<file path="config.mk">
export PLATFORM = sky130hd
export DESIGN_NAME = sort_controller
export DESIGN_NICKNAME = d
export VERILOG_FILES = /design/src/rtl/sort_controller.sv
export SDC_FILE = /design/constraint.sdc
export NUM_CORES = 1
export LEC_CHECK = 0
export CORE_MARGIN = 3
export CORE_UTILIZATION = 41
export CTS_CLUSTER_DIAMETER = 100
export DETAILED_ROUTE_END_ITERATION = 12
export GPL_ROUTABILITY_DRIVEN = 0
export GPL_TIMING_DRIVEN = 1
export PLACE_DENSITY = 0.58
export SYNTH_ARGS = -nofsm -noshare
export SYNTH_HDL_FRONTEND = slang
export SYNTH_SLANG_ARGS = --single-unit
</file>
<file path="constraint.sdc">
create_clock -name clk -period 3.2 [get_ports clk]
set_clock_uncertainty 0.05 [all_clocks]
set_input_delay 0.64 -clock clk [delete_from_list [all_inputs] [get_ports clk]]
set_output_delay 0.64 -clock clk [all_outputs]
set_load 0.01 [all_outputs]
</file>
<file path="src/rtl/sort_controller.sv">
`default_nettype none
// ============================================================================
//  Module   : sort_controller
//  Brief    : Loads a batch of DEPTH unsigned words, bubble-sorts them in
//             place one compare/swap per cycle with early exit on a clean
//             pass, then streams them out in ascending order.
//  Revision : 1.0 - initial release
// ============================================================================
module sort_controller #(
    parameter int NUM_BITS = 4,
    parameter int DEPTH    = 4
) (
    input  logic                clk,
    input  logic                rst,
    input  logic                in_valid,
    input  logic [NUM_BITS-1:0] in_data,
    output logic                in_ready,
    output logic                out_valid,
    output logic [NUM_BITS-1:0] out_data,
    input  logic                out_ready,
    output logic                busy
);

    // Pointer width covers indices 0..DEPTH-1 (DEPTH is 2..16).
    localparam int                 C_PTR_W    = (DEPTH > 2) ? $clog2(DEPTH) : 1;
    localparam logic [C_PTR_W-1:0] C_PTR_ZERO = '0;
    localparam logic [C_PTR_W-1:0] C_PTR_ONE  = C_PTR_W'(1);
    localparam logic [C_PTR_W-1:0] C_LAST_PTR = C_PTR_W'(DEPTH - 1);
    localparam logic [C_PTR_W-1:0] C_LAST_IDX = C_PTR_W'(DEPTH - 2);

    // State encoding.
    localparam logic [1:0] C_ST_LOAD  = 2'd0;
    localparam logic [1:0] C_ST_SORT  = 2'd1;
    localparam logic [1:0] C_ST_DRAIN = 2'd2;

    logic [1:0]          r_state;
    logic [1:0]          w_state_nxt;

    logic [NUM_BITS-1:0] r_mem [DEPTH];
    logic [C_PTR_W-1:0]  r_wr_ptr;
    logic [C_PTR_W-1:0]  r_idx;
    logic [C_PTR_W-1:0]  r_rd_ptr;
    logic                r_swap;

    logic [C_PTR_W-1:0]  w_idx_nxt;
    logic                w_gt;
    logic                w_load_we;
    logic                w_sort_en;
    logic                w_drain_pop;

    // Neighbour under comparison this cycle; strict greater-than keeps equal
    // words in their original order.
    assign w_idx_nxt = r_idx + C_PTR_ONE;
    assign w_gt      = r_mem[r_idx] > r_mem[w_idx_nxt];

    // Sorted word is only presented while draining; zero otherwise so no
    // partial or stale batch data is visible.
    assign out_data  = (r_state == C_ST_DRAIN) ? r_mem[r_rd_ptr] : '0;

    // State register.
    always_ff @(posedge clk) begin
        if (rst) begin
            r_state <= C_ST_LOAD;
        end else begin
            r_state <= w_state_nxt;
        end
    end

    // Next-state decode and handshake outputs.
    always_comb begin
        w_state_nxt = r_state;
        w_load_we   = 1'b0;
        w_sort_en   = 1'b0;
        w_drain_pop = 1'b0;
        in_ready    = 1'b0;
        out_valid   = 1'b0;
        busy        = 1'b0;
        case (r_state)
            C_ST_LOAD: begin
                in_ready  = 1'b1;
                w_load_we = in_valid;
                if (in_valid && (r_wr_ptr == C_LAST_PTR)) begin
                    w_state_nxt = C_ST_SORT;
                end
            end
            C_ST_SORT: begin
                busy      = 1'b1;
                w_sort_en = 1'b1;
                // A pass with no swap, counting this cycle's compare, means
                // the array is ordered.
                if ((r_idx == C_LAST_IDX) && !(r_swap || w_gt)) begin
                    w_state_nxt = C_ST_DRAIN;
                end
            end
            C_ST_DRAIN: begin
                out_valid   = 1'b1;
                w_drain_pop = out_ready;
                if (out_ready && (r_rd_ptr == C_LAST_PTR)) begin
                    w_state_nxt = C_ST_LOAD;
                end
            end
            default: begin
                w_state_nxt = C_ST_LOAD;
            end
        endcase
    end

    // Storage array and pointers: load writes, in-place compare/swap, drain reads.
    always_ff @(posedge clk) begin
        if (rst) begin
            r_wr_ptr <= C_PTR_ZERO;
            r_idx    <= C_PTR_ZERO;
            r_rd_ptr <= C_PTR_ZERO;
            r_swap   <= 1'b0;
            for (int i = 0; i < DEPTH; i++) begin
                r_mem[i] <= '0;
            end
        end else begin
            if (w_load_we) begin
                r_mem[r_wr_ptr] <= in_data;
                r_wr_ptr        <= (r_wr_ptr == C_LAST_PTR) ? C_PTR_ZERO
                                                            : r_wr_ptr + C_PTR_ONE;
            end

            if (w_sort_en) begin
                if (w_gt) begin
                    r_mem[r_idx]     <= r_mem[w_idx_nxt];
                    r_mem[w_idx_nxt] <= r_mem[r_idx];
                end
                if (r_idx == C_LAST_IDX) begin
                    // End of pass: restart the scan with a fresh swap flag.
                    r_idx  <= C_PTR_ZERO;
                    r_swap <= 1'b0;
                end else begin
                    r_idx  <= w_idx_nxt;
                    r_swap <= r_swap | w_gt;
                end
            end

            if (w_drain_pop) begin
                r_rd_ptr <= (r_rd_ptr == C_LAST_PTR) ? C_PTR_ZERO
                                                     : r_rd_ptr + C_PTR_ONE;
            end
        end
    end

endmodule
`default_nettype wire

</file>
Word level (Yosys, flattened, before mapping). Memory sizes are Yosys's and may differ from the RTL's. A register that Yosys moved wholly into a read port is not among the register bits. Index checks and enable logic that the tools add are counted.

Flip-flop bits (word level): 9. Bits in latches: 0. Bits in writable memories: 16. Memory bits (read-only): 0. Memories: 1.

Memory list: r_mem (words 4, width 4, rd ports 3, clocked after Yosys merged registers in 2, write ports 4, line 39) `logic [NUM_BITS-1:0] r_mem [DEPTH];`.

Add/sub/neg operators: 3. Multipliers: 0. Div/mod/pow operators: 0. $lt $le $gt $ge: 1. Equality and inequality tests: 8. Shift-type cells: 0. Multiplexer cells: 36. Bitwise logic cells: 1. Reduce and logical (&&, ||, !) cells: 10.

Operators by type and width (number): $mux W2 (13); $mux W1 (18); $mux W4 (4); $reduce_or A4 Y1 (3); $eq A2 B2 Y1 const B (4); $add A2 B1 Y2 const B (3); $pmux W2 S3 (1); $gt A4 B4 Y1 (1); $ne A2 B2 Y1 const B (2); $logic_and A1 B1 Y1 (3); $reduce_and A3 Y1 (1); $eq A2 B1 Y1 const B (1); $logic_not A2 Y1 (1); $ne A2 B1 Y1 const B (1); $logic_not A1 Y1 (1); $logic_or A1 B1 Y1 (1); $or A1 B1 Y1 (1).

Depth between registers and ports, before layout. Gate-level depths: netlist of run 1. An unclocked memory read counts as a cell.

Word-level depth: 9. Depth in mapped cells: 12. Depth with buffers taken out: 10.

Worst setup path before layout of run 1. No wires, ideal clock.

Path type: register to register. Start: reg r_idx[0]. End: mem r_mem[1][0], enable pin. Library setup time: 0.335 ns. Arrival time: 3.020 ns. Required time: 2.815 ns. Setup slack: -0.205 ns. Stages on the path, launching flop included: 10. Path buffers: 0. Period minus slack after synthesis: 3.405 ns. Cell sequence: dfxtp_1 -> inv_1 -> ha_1 -> mux4_2 -> inv_1 -> ha_1 -> and4_1 -> a211oi_1 -> o211ai_1 -> o21ai_1.

RTL lines: start: declaration (line 41) `logic [C_PTR_W-1:0] r_idx;`; start signal: assignment (line 135) `r_idx <= w_idx_nxt;`; end: declaration (line 39).

==> results.yml, run 1 <==
sta:
  finalSetupViolCount: 0
  fin_tns_setup_ps: 0
  worst_pin_slew_ps: 439.2
  hold_viol_final: 0
  grt_setup_unrepaired: "true"
  hold_ws_ps: 428.1
  max_freq_ghz: 0.3162
  setup_ws_ps: 37.59
  maxSlewHeadroom_pct: 70.66
  final.min_clock_period_ps: 3162
  period_share_pct: 98.83
  drv_slew: 0
power:
  p_seq_share_pct: 49.1
  switchingPower_mw: 0.2317
  p_int_mw: 0.6351
  p_comb_share_pct: 18.7
  finalPower_mw: 0.8668
  p_leak_nw: 1.039
  swShare_pct: 26.73
  clock_power_share_pct: 32.2
  power_density_nw_per_um2: 319.4
  ir_drop_mv: 0.1375
cells_and_area:
  final_util_pct: 61.06
  nets: 252
  layout.cells.non_filler: 284
  fill_cells: 357
  drive_gt1_share_pct: 40.52
  diodes: 0
  finish.instance_area_um2: 2714
  areaGrowthSynthToFinish_pct: 40.30
detailed_routing:
  dr.pass1.iters: 4
  wl_per_cell_um: 19.18
  vias: 1726
  drtAntennaViolNets: 0
  drtIter0Drc: 195
  drc: 0
  vias_per_cell: 6.077
  routed_wirelength_mm: 5.447
clocking:
  postCtsHoldBufs: 0
  clkSinkCount: 29
  numCtsBuffers: 5
  clk_latency_ps: 280
  cts_max_path_buffers: 2
  htree_levels: 2
  cts-root-buf: "clkbuf_8"
  tritoncts: "yes"
  clkSlewWorstSetupHoldPaths_ps: 60
floorplan:
  ios: 15
  die_w_um: 74.69
  core_area_um2: 4444
  die_h_um: 74.69
  start_util_pct: 43.52
  fp.dieArea_um2: 5578
  rows: 24
synthesis:
  synth-seq-cells: 29
  async_reset_ff_share_pct: 0
  synthCells: 177
  synth_flop_cell: "edfxtp_1"
  syn_area_per_cell_um2: 10.93
  ys_seq_area_share_pct: 38.29
  yosysWarnings: 0
  synth-edff-count: 16
  syn_area_um2: 1934
  yosysUniqueCellTypes: 35
  synth_nets: 198
status:
  status: "finished, final reports clean"
placed_design:
  portBuffers: 14
  dpl.cell_count: 266
  place_area_um2: 2346
  dp_hpwl_mm: 3.973
  pre_cts_ws_ps: -100.8
setup_path:
  setup.worst_path.end_class: "flop"
  rr_endpoint: "r_mem[2][1]"
  crit_arrival_ps: 3230
  setup.worst_path.start_class: "flop"
  required_ps: 3270
  reg2reg_slack_ps: 40
  crit_fanout: 5
  r2r_cells: 11
  critPathKind: "reg2reg"
  rr_startpoint: "r_idx[0]"
grt:
  antenna_found_initial: 0
  grt_start_max_net_pins: 10
  grt_use_total_pct: 19.66
  grt_pass1_vias: 1546
  gr-total-overflow: 0
  grt_pass1_wl_mm: 7.948
flow_run:
  drv_cap: 0
hold_path:
  min_to: "r_rd_ptr[1]"
  hold_path_depth: 2
  worstHoldStart: "r_rd_ptr[1]"
  hold_path_class: "reg2reg"
-- cells in the final DEF, fill, tap and decap left out, drive strengths merged, types with 6 or more instances in the layout --
cell type,instances
inv,9
o41ai,7
buf,37
nand3,14
a21oi,17
clkdlybuf4s50,14
nor2,10
o211ai,6
dfxtp,13
ha,13
edfxtp,16
nand2,12
mux4,12
and2,9
-- kinds of logic (layout without fill, tap and decap cells) --
kind of cell,count (synthesis),in the layout,share of synthesized area (%)
AO/OA/AOI/OAI,49,49,19.08
adder cells (fa/ha/maj),13,13,8.409
buffers and inverters,13,68,2.911
flip-flops,29,29,38.29
multiplexers,12,12,13.97
AND/OR/NAND/NOR,61,61,17.34
-- worst max-delay path, stage by stage (launching register included) --
cell      delay, ps
dfxtp_2         330
inv_2            50
ha_4            300
mux4_2          560
inv_2            90
ha_4            200
and4_4          180
nor3_4          180
buf_6           120
o211ai_1        140
a221o_2         520
o31ai_4         270
-- worst max path at each step --
stage / cells past startpoint / from / endpoint / slack, ps
after floorplan: 10 / r_idx[1] / r_mem[1][0] / 30
after global placement: 11 / r_idx[1] / r_mem[1][0] / -30
after detailed placement: 11 / r_idx[1] / r_mem[1][0] / -100
after CTS: 11 / r_idx[1] / r_mem[2][0] / -10
after global routing: 11 / r_idx[0] / r_mem[2][1] / -70
final: 11 / r_idx[0] / r_mem[2][1] / 40
-- layer usage --
metal | up-vias | global-route usage, % | part of all wire, %
met5 | - | 0 | 0
met4 | 0 | 7.708 | 3.4
met1 | 823 | 26.51 | 41
met2 | 86 | 31.61 | 48
met3 | 17 | 3.471 | 8.0
li1 | 800 | - | -
-- cells in the mapped netlist (4+ instances only) --
master    count  area (um^2)
a21oi_1      16        80.08
edfxtp_1     16        480.5
nand3_1      14        70.07
dfxtp_1      13        260.3
ha_1         13        162.7
mux4_2       12        270.3
nand2_1      12        45.04
nor2_1       10        37.54
and2_1        9        56.30
inv_1         9        33.78
o211ai_1      6        45.04
o41ai_1       6        52.55
o31ai_1       5        37.54
nor3_1        4        20.02
-- power groups by stage --
stage               combinational [mW]  clock, mW  sequential [mW]
floorplan                       0.0717          0            0.426
global route                     0.172      0.296            0.427
detailed placement               0.124          0            0.433
global placement                 0.122          0            0.432
finish                           0.162      0.279            0.426
CTS                              0.130      0.281            0.425
-- cell type report --
cell class	instances	area (um^2)	share of cell area (%)
Clock inverter	3	12.51	0.4610
Tap cell	52	65.06	2.397
Clock buffer	5	68.82	2.536
Multi-Input combinational cell	135	1349	49.70
Timing Repair Buffer	51	441.7	16.27
Inverter	9	33.78	1.245
Sequential cell	29	743.2	27.39
-- what timing repair did --
action / in CTS / in global routing
endpoints found under the setup margin: 22 / 31
resized for setup: 12 / 27
pin swaps: 5 / 13
buffers inserted: 1 / 9
gates cloned: 0 / 0
Note: power is estimated with default switching activity, not from simulation.
==> run 2, diff against run 1 <==
--- a/config.mk
+++ b/config.mk
@@ -5,13 +5,13 @@
 export SDC_FILE = /design/constraint.sdc
 export NUM_CORES = 1
 export LEC_CHECK = 0
+export CAP_MARGIN = 20
 export CORE_MARGIN = 3
 export CORE_UTILIZATION = 41
 export CTS_CLUSTER_DIAMETER = 100
 export DETAILED_ROUTE_END_ITERATION = 12
 export GPL_ROUTABILITY_DRIVEN = 0
 export GPL_TIMING_DRIVEN = 1
-export PLACE_DENSITY = 0.58
 export SYNTH_ARGS = -nofsm -noshare
 export SYNTH_HDL_FRONTEND = slang
 export SYNTH_SLANG_ARGS = --single-unit
==> run 2 against run 1 <==
Net effect:
- register-to-register slack is essentially flat
- sequential cell count is the same
- global-route usage grew 0.47 points
- non-clock buffer count shrank 9
- worst setup slack gained 1.1 ps
- via count shrank 2.5%
- largest power group unchanged
==> results.yml, run 2 (same netlist as run 1, synthesis figures left out) <==
clocking:
  cts_max_path_buffers: 2
  tritoncts: "yes"
  clkSinkCount: 29
  cts-root-buf: "clkbuf_8"
  numCtsBuffers: 5
  clk_latency_ps: 280
  htree_levels: 2
  clkSlewWorstSetupHoldPaths_ps: 60
detailed_routing:
  drtIter0Drc: 155
  dr.pass1.iters: 4
  vias: 1683
  vias_per_cell: 6.120
  drc: 0
  routed_wirelength_mm: 5.315
  wl_per_cell_um: 19.33
  drtAntennaViolNets: 0
cells_and_area:
  drive_gt1_share_pct: 35.43
  final_util_pct: 58.56
  areaGrowthSynthToFinish_pct: 34.54
  diodes: 0
  layout_commonest_cell: "buf_4"
  nets: 243
  final_cell_mix: "buf_4 (24), a21oi_1 (16), edfxtp_1 (16)"
  finish.instance_area_um2: 2603
floorplan:
  start_util_pct: 43.52
  fp.dieArea_um2: 5578
  rows: 24
  die_w_um: 74.69
  ios: 15
  core_area_um2: 4444
  die_h_um: 74.69
sta:
  grt_setup_unrepaired: "true"
  finalSetupViolCount: 0
  max_freq_ghz: 0.3163
  final.min_clock_period_ps: 3161
  worst_pin_slew_ps: 437.6
  maxSlewHeadroom_pct: 70.76
  drv_slew: 0
  hold_viol_final: 0
  period_share_pct: 98.79
placed_design:
  dp_hpwl_mm: 4.003
  portBuffers: 14
  place_area_um2: 2291
grt:
  grt_start_max_net_pins: 14
  grt_pass1_vias: 1628
  antenna_found_initial: 0
  gr-total-overflow: 0
  grt_use_total_pct: 20.13
  grt_pass1_wl_mm: 8.197
setup_path:
  critPathKind: "reg2reg"
  setup.worst_path.start_class: "flop"
  reg2reg_slack_ps: 40
  crit_arrival_ps: 3080
  rr_startpoint: "r_idx[1]"
  cp-startpoint: "r_idx[1]"
  setup.worst_path.end_class: "flop"
  required_ps: 3120
  crit_fanout: 6
hold_path:
  hold_path_class: "reg2reg"
  worstHoldStart: "r_rd_ptr[1]"
power:
  p_leak_nw: 0.9985
  power_density_nw_per_um2: 334.9
  ir_drop_mv: 0.1650
status:
  status: "finished, final reports clean"
flow_run:
  drv_cap: 0
run 2: where the power goes:
part | total, mW | switching [mW] | internal, mW
clock network | 0.305 | 0.130 | 0.175
logic | 0.141 | 0.0751 | 0.0656
registers | 0.426 | 0.0149 | 0.411
run 2: metrics by stage:
step	setup TNS [ps]	std cells	setup WS, ps	total power, mW	hold slack (ps)
final	0	275	38.67	0.8715	435.2
after global routing	-854.3	275	-84.14	0.9090	485.3
after CTS	0	271	3.703	0.8639	438.9
after detailed placement	-608.2	257	-68.36	0.5509	430.7
after global placement	-66.93	257	-16.78	0.5464	418.8
after floorplan	0	177	27.32	0.4977	404.1
run 2: repair_timing:
| action | in CTS | in global routing |
|---|---|---|
| hold buffers | 0 | 0 |
| buffers inserted | 6 | 4 |
| gates resized for setup | 6 | 24 |
| setup endpoints to repair | 24 | 31 |
| pin swaps | 6 | 17 |
run 2: final timing paths:
path | to | cells after the start
min | flop | 2
max | r_mem[3][1] | 11
min reg2reg | flop | 2
max reg2reg | r_mem[3][1] | 11
run 2: final cells by class:
type / count / area [um^2]
inverter: 9 / 33.78
tap: 52 / 65.06
fill: 377 / 1842
sequential: 29 / 743.2
multi-input combinational: 135 / 1296
clock buffer: 8 / 90.09
timing repair buffer: 42 / 374.1
run 2: metal layers:
| layer | part of all wire, % | vias up | global-route usage [%] |
|---|---|---|---|
| met5 | 0 | - | 0 |
| met4 | 4.4 | 0 | 11.26 |
| met3 | 5.6 | 20 | 4.406 |
| met2 | 49 | 65 | 32.00 |
| met1 | 41 | 809 | 25.45 |
| li1 | - | 789 | - |
run 2: worst max-delay path, stage by stage, from the launching register on:
cell,delay [ps]
dfxtp_2,340
inv_2,50
ha_4,300
mux4_2,560
inv_2,90
ha_4,190
nor2b_4,120
o211a_1,250
o211ai_1,320
o211ai_1,160
buf_4,200
o21ai_4,220
==> run 3, diff against run 2 <==
--- a/config.mk
+++ b/config.mk
@@ -7,11 +7,11 @@
 export LEC_CHECK = 0
 export CAP_MARGIN = 20
 export CORE_MARGIN = 3
-export CORE_UTILIZATION = 41
+export CORE_UTILIZATION = 30
 export CTS_CLUSTER_DIAMETER = 100
 export DETAILED_ROUTE_END_ITERATION = 12
-export GPL_ROUTABILITY_DRIVEN = 0
 export GPL_TIMING_DRIVEN = 1
+export SLEW_MARGIN = 20
 export SYNTH_ARGS = -nofsm -noshare
 export SYNTH_HDL_FRONTEND = slang
 export SYNTH_SLANG_ARGS = --single-unit
==> run 3 against run 2 <==
Net effect:
- worst setup slack worse by 1.0 ps
- sequential share of layout area fell by 0.51 points
- global-route usage is 5.8 points lower
- via count shrank 2.7%
- maximum frequency about the same
- critical path depth is the same
- hold slack better by 11 ps
- critical endpoint is now r_mem[2][0]
- highest routed layer unchanged
==> results.yml, run 3 (same netlist as run 1, synthesis figures left out) <==
floorplan:
  fp.dieArea_um2: 7448
  ios: 15
  die_h_um: 86.30
  rows: 28
  die_w_um: 86.30
  core_area_um2: 6096
  start_util_pct: 31.73
sta:
  worst_pin_slew_ps: 634.3
  hold_ws_ps: 446.2
  setup_ws_ps: 37.67
  grt_setup_unrepaired: "true"
  final.min_clock_period_ps: 3162
  drv_slew: 0
  hold_viol_final: 0
  max_freq_ghz: 0.3162
  maxSlewHeadroom_pct: 57.62
  period_share_pct: 98.82
  finalSetupViolCount: 0
detailed_routing:
  vias_per_cell: 5.385
  drc: 0
  drtAntennaViolNets: 0
  top_layer: "met4"
  vias: 1637
  dr.pass1.iters: 4
  wl_met2_mm: 2.299
  routed_wirelength_mm: 5.041
  wl_per_cell_um: 16.58
  wl_met1_mm: 2.253
  drtIter0Drc: 106
  wl_met3_um: 331
placed_design:
  pre_cts_ws_ps: -101.2
  dp_hpwl_mm: 3.929
  portBuffers: 14
  gp_congestion: 0.8900
flow_run:
  drv_cap: 0
cells_and_area:
  areaGrowthSynthToFinish_pct: 37.00
  drive_gt1_share_pct: 36.68
  layout_commonest_cell: "buf_4"
  final_util_pct: 43.47
  regArea_um2: 743.2
  diodes: 0
  fill_cells: 604
  multi_input_area_um2: 1282
  final_cell_mix: "buf_4 (31), a21oi_1 (16), edfxtp_1 (16)"
  nets: 249
clocking:
  cts-root-buf: "clkbuf_8"
  clk_latency_ps: 290
  numCtsBuffers: 5
  htree_levels: 2
  postCtsHoldBufs: 0
  cts_max_path_buffers: 2
  clkSinkCount: 29
  clkSlewWorstSetupHoldPaths_ps: 60
  tritoncts: "yes"
power:
  p_leak_nw: 0.9971
  p_seq_share_pct: 48.3
  clock_power_share_pct: 35.3
  switchingPower_mw: 0.2234
  ir_drop_mv: 0.1876
  power_density_nw_per_um2: 331.9
  swShare_pct: 25.40
  p_comb_share_pct: 16.3
  p_int_mw: 0.6562
grt:
  gr-total-overflow: 0
  grt_pass1_vias: 1573
  antenna_found_initial: 0
  grt_pass1_wl_mm: 7.997
  grt_use_total_pct: 14.38
  grt_start_max_net_pins: 14
setup_path:
  crit_fanout: 5
  required_ps: 3140
  crit_arrival_ps: 3110
  setup.worst_path.end_class: "flop"
  setup.worst_path.start_class: "flop"
  critPathKind: "reg2reg"
hold_path:
  hold_path_class: "reg2reg"
status:
  status: "finished, final reports clean"
==> run 3: final timing paths <==
path / startpoint / to / slack (ps) / cells after the start
worst min-delay path: r_wr_ptr[1] / r_wr_ptr[1] / 450 / 2
worst max register to register: r_idx[1] / r_mem[2][0] / 40 / 11
worst max-delay path: r_idx[1] / r_mem[2][0] / 40 / 11
worst min register to register: r_wr_ptr[1] / r_wr_ptr[1] / 450 / 2
==> run 3: cell type report <==
cell class                      instances  area share [%]
Tap cell                               75           3.541
Clock buffer                            8           3.399
Timing Repair Buffer                   48           15.34
Multi-Input combinational cell        135           48.39
Sequential cell                        29           28.05
Inverter                                9           1.275
==> run 3: repair_timing <==
| item | 4_1_cts | 5_1_grt |
|---|---|---|
| pin swaps | 7 | 12 |
| setup buffers | 2 | 8 |
| setup endpoints to repair | 23 | 31 |
| gates resized for setup | 13 | 14 |
==> run 3: power groups by stage <==
stage,registers [mW],clock network [mW],logic [mW]
2_1_floorplan,0.426,0,0.0717
3_3_place_gp,0.433,0,0.122
3_5_place_dp,0.433,0,0.122
4_1_cts,0.425,0.314,0.128
5_1_grt,0.428,0.338,0.155
6_report,0.425,0.311,0.144
==> run 3: stage by stage <==
step	power, mW	cell area (um^2)	setup TNS, ps	instances
2_1_floorplan	0.4977	1961	0	177
3_3_place_gp	0.5547	2352	-331.7	286
3_5_place_dp	0.5547	2352	-1038	286
4_1_cts	0.8672	2505	-65.31	296
5_1_grt	0.9207	2650	-442.5	304
6_report	0.8795	2650	0	304
==> run 3: routing by layer <==
layer | global-route usage (%) | vias up
li1 | - | 797
met4 | 4.816 | 0
met2 | 22.42 | 48
met5 | 0 | -
met3 | 4.373 | 16
met1 | 19.07 | 776
==> run 3: critical path, stage by stage (launching register included) <==
cell,delay [ps]
dfxtp_2,330
inv_2,50
ha_4,290
mux4_2,550
inv_2,90
ha_4,190
nor2b_4,120
o211ai_1,340
a21boi_4,150
buf_6,160
a221o_1,420
nand2_2,140
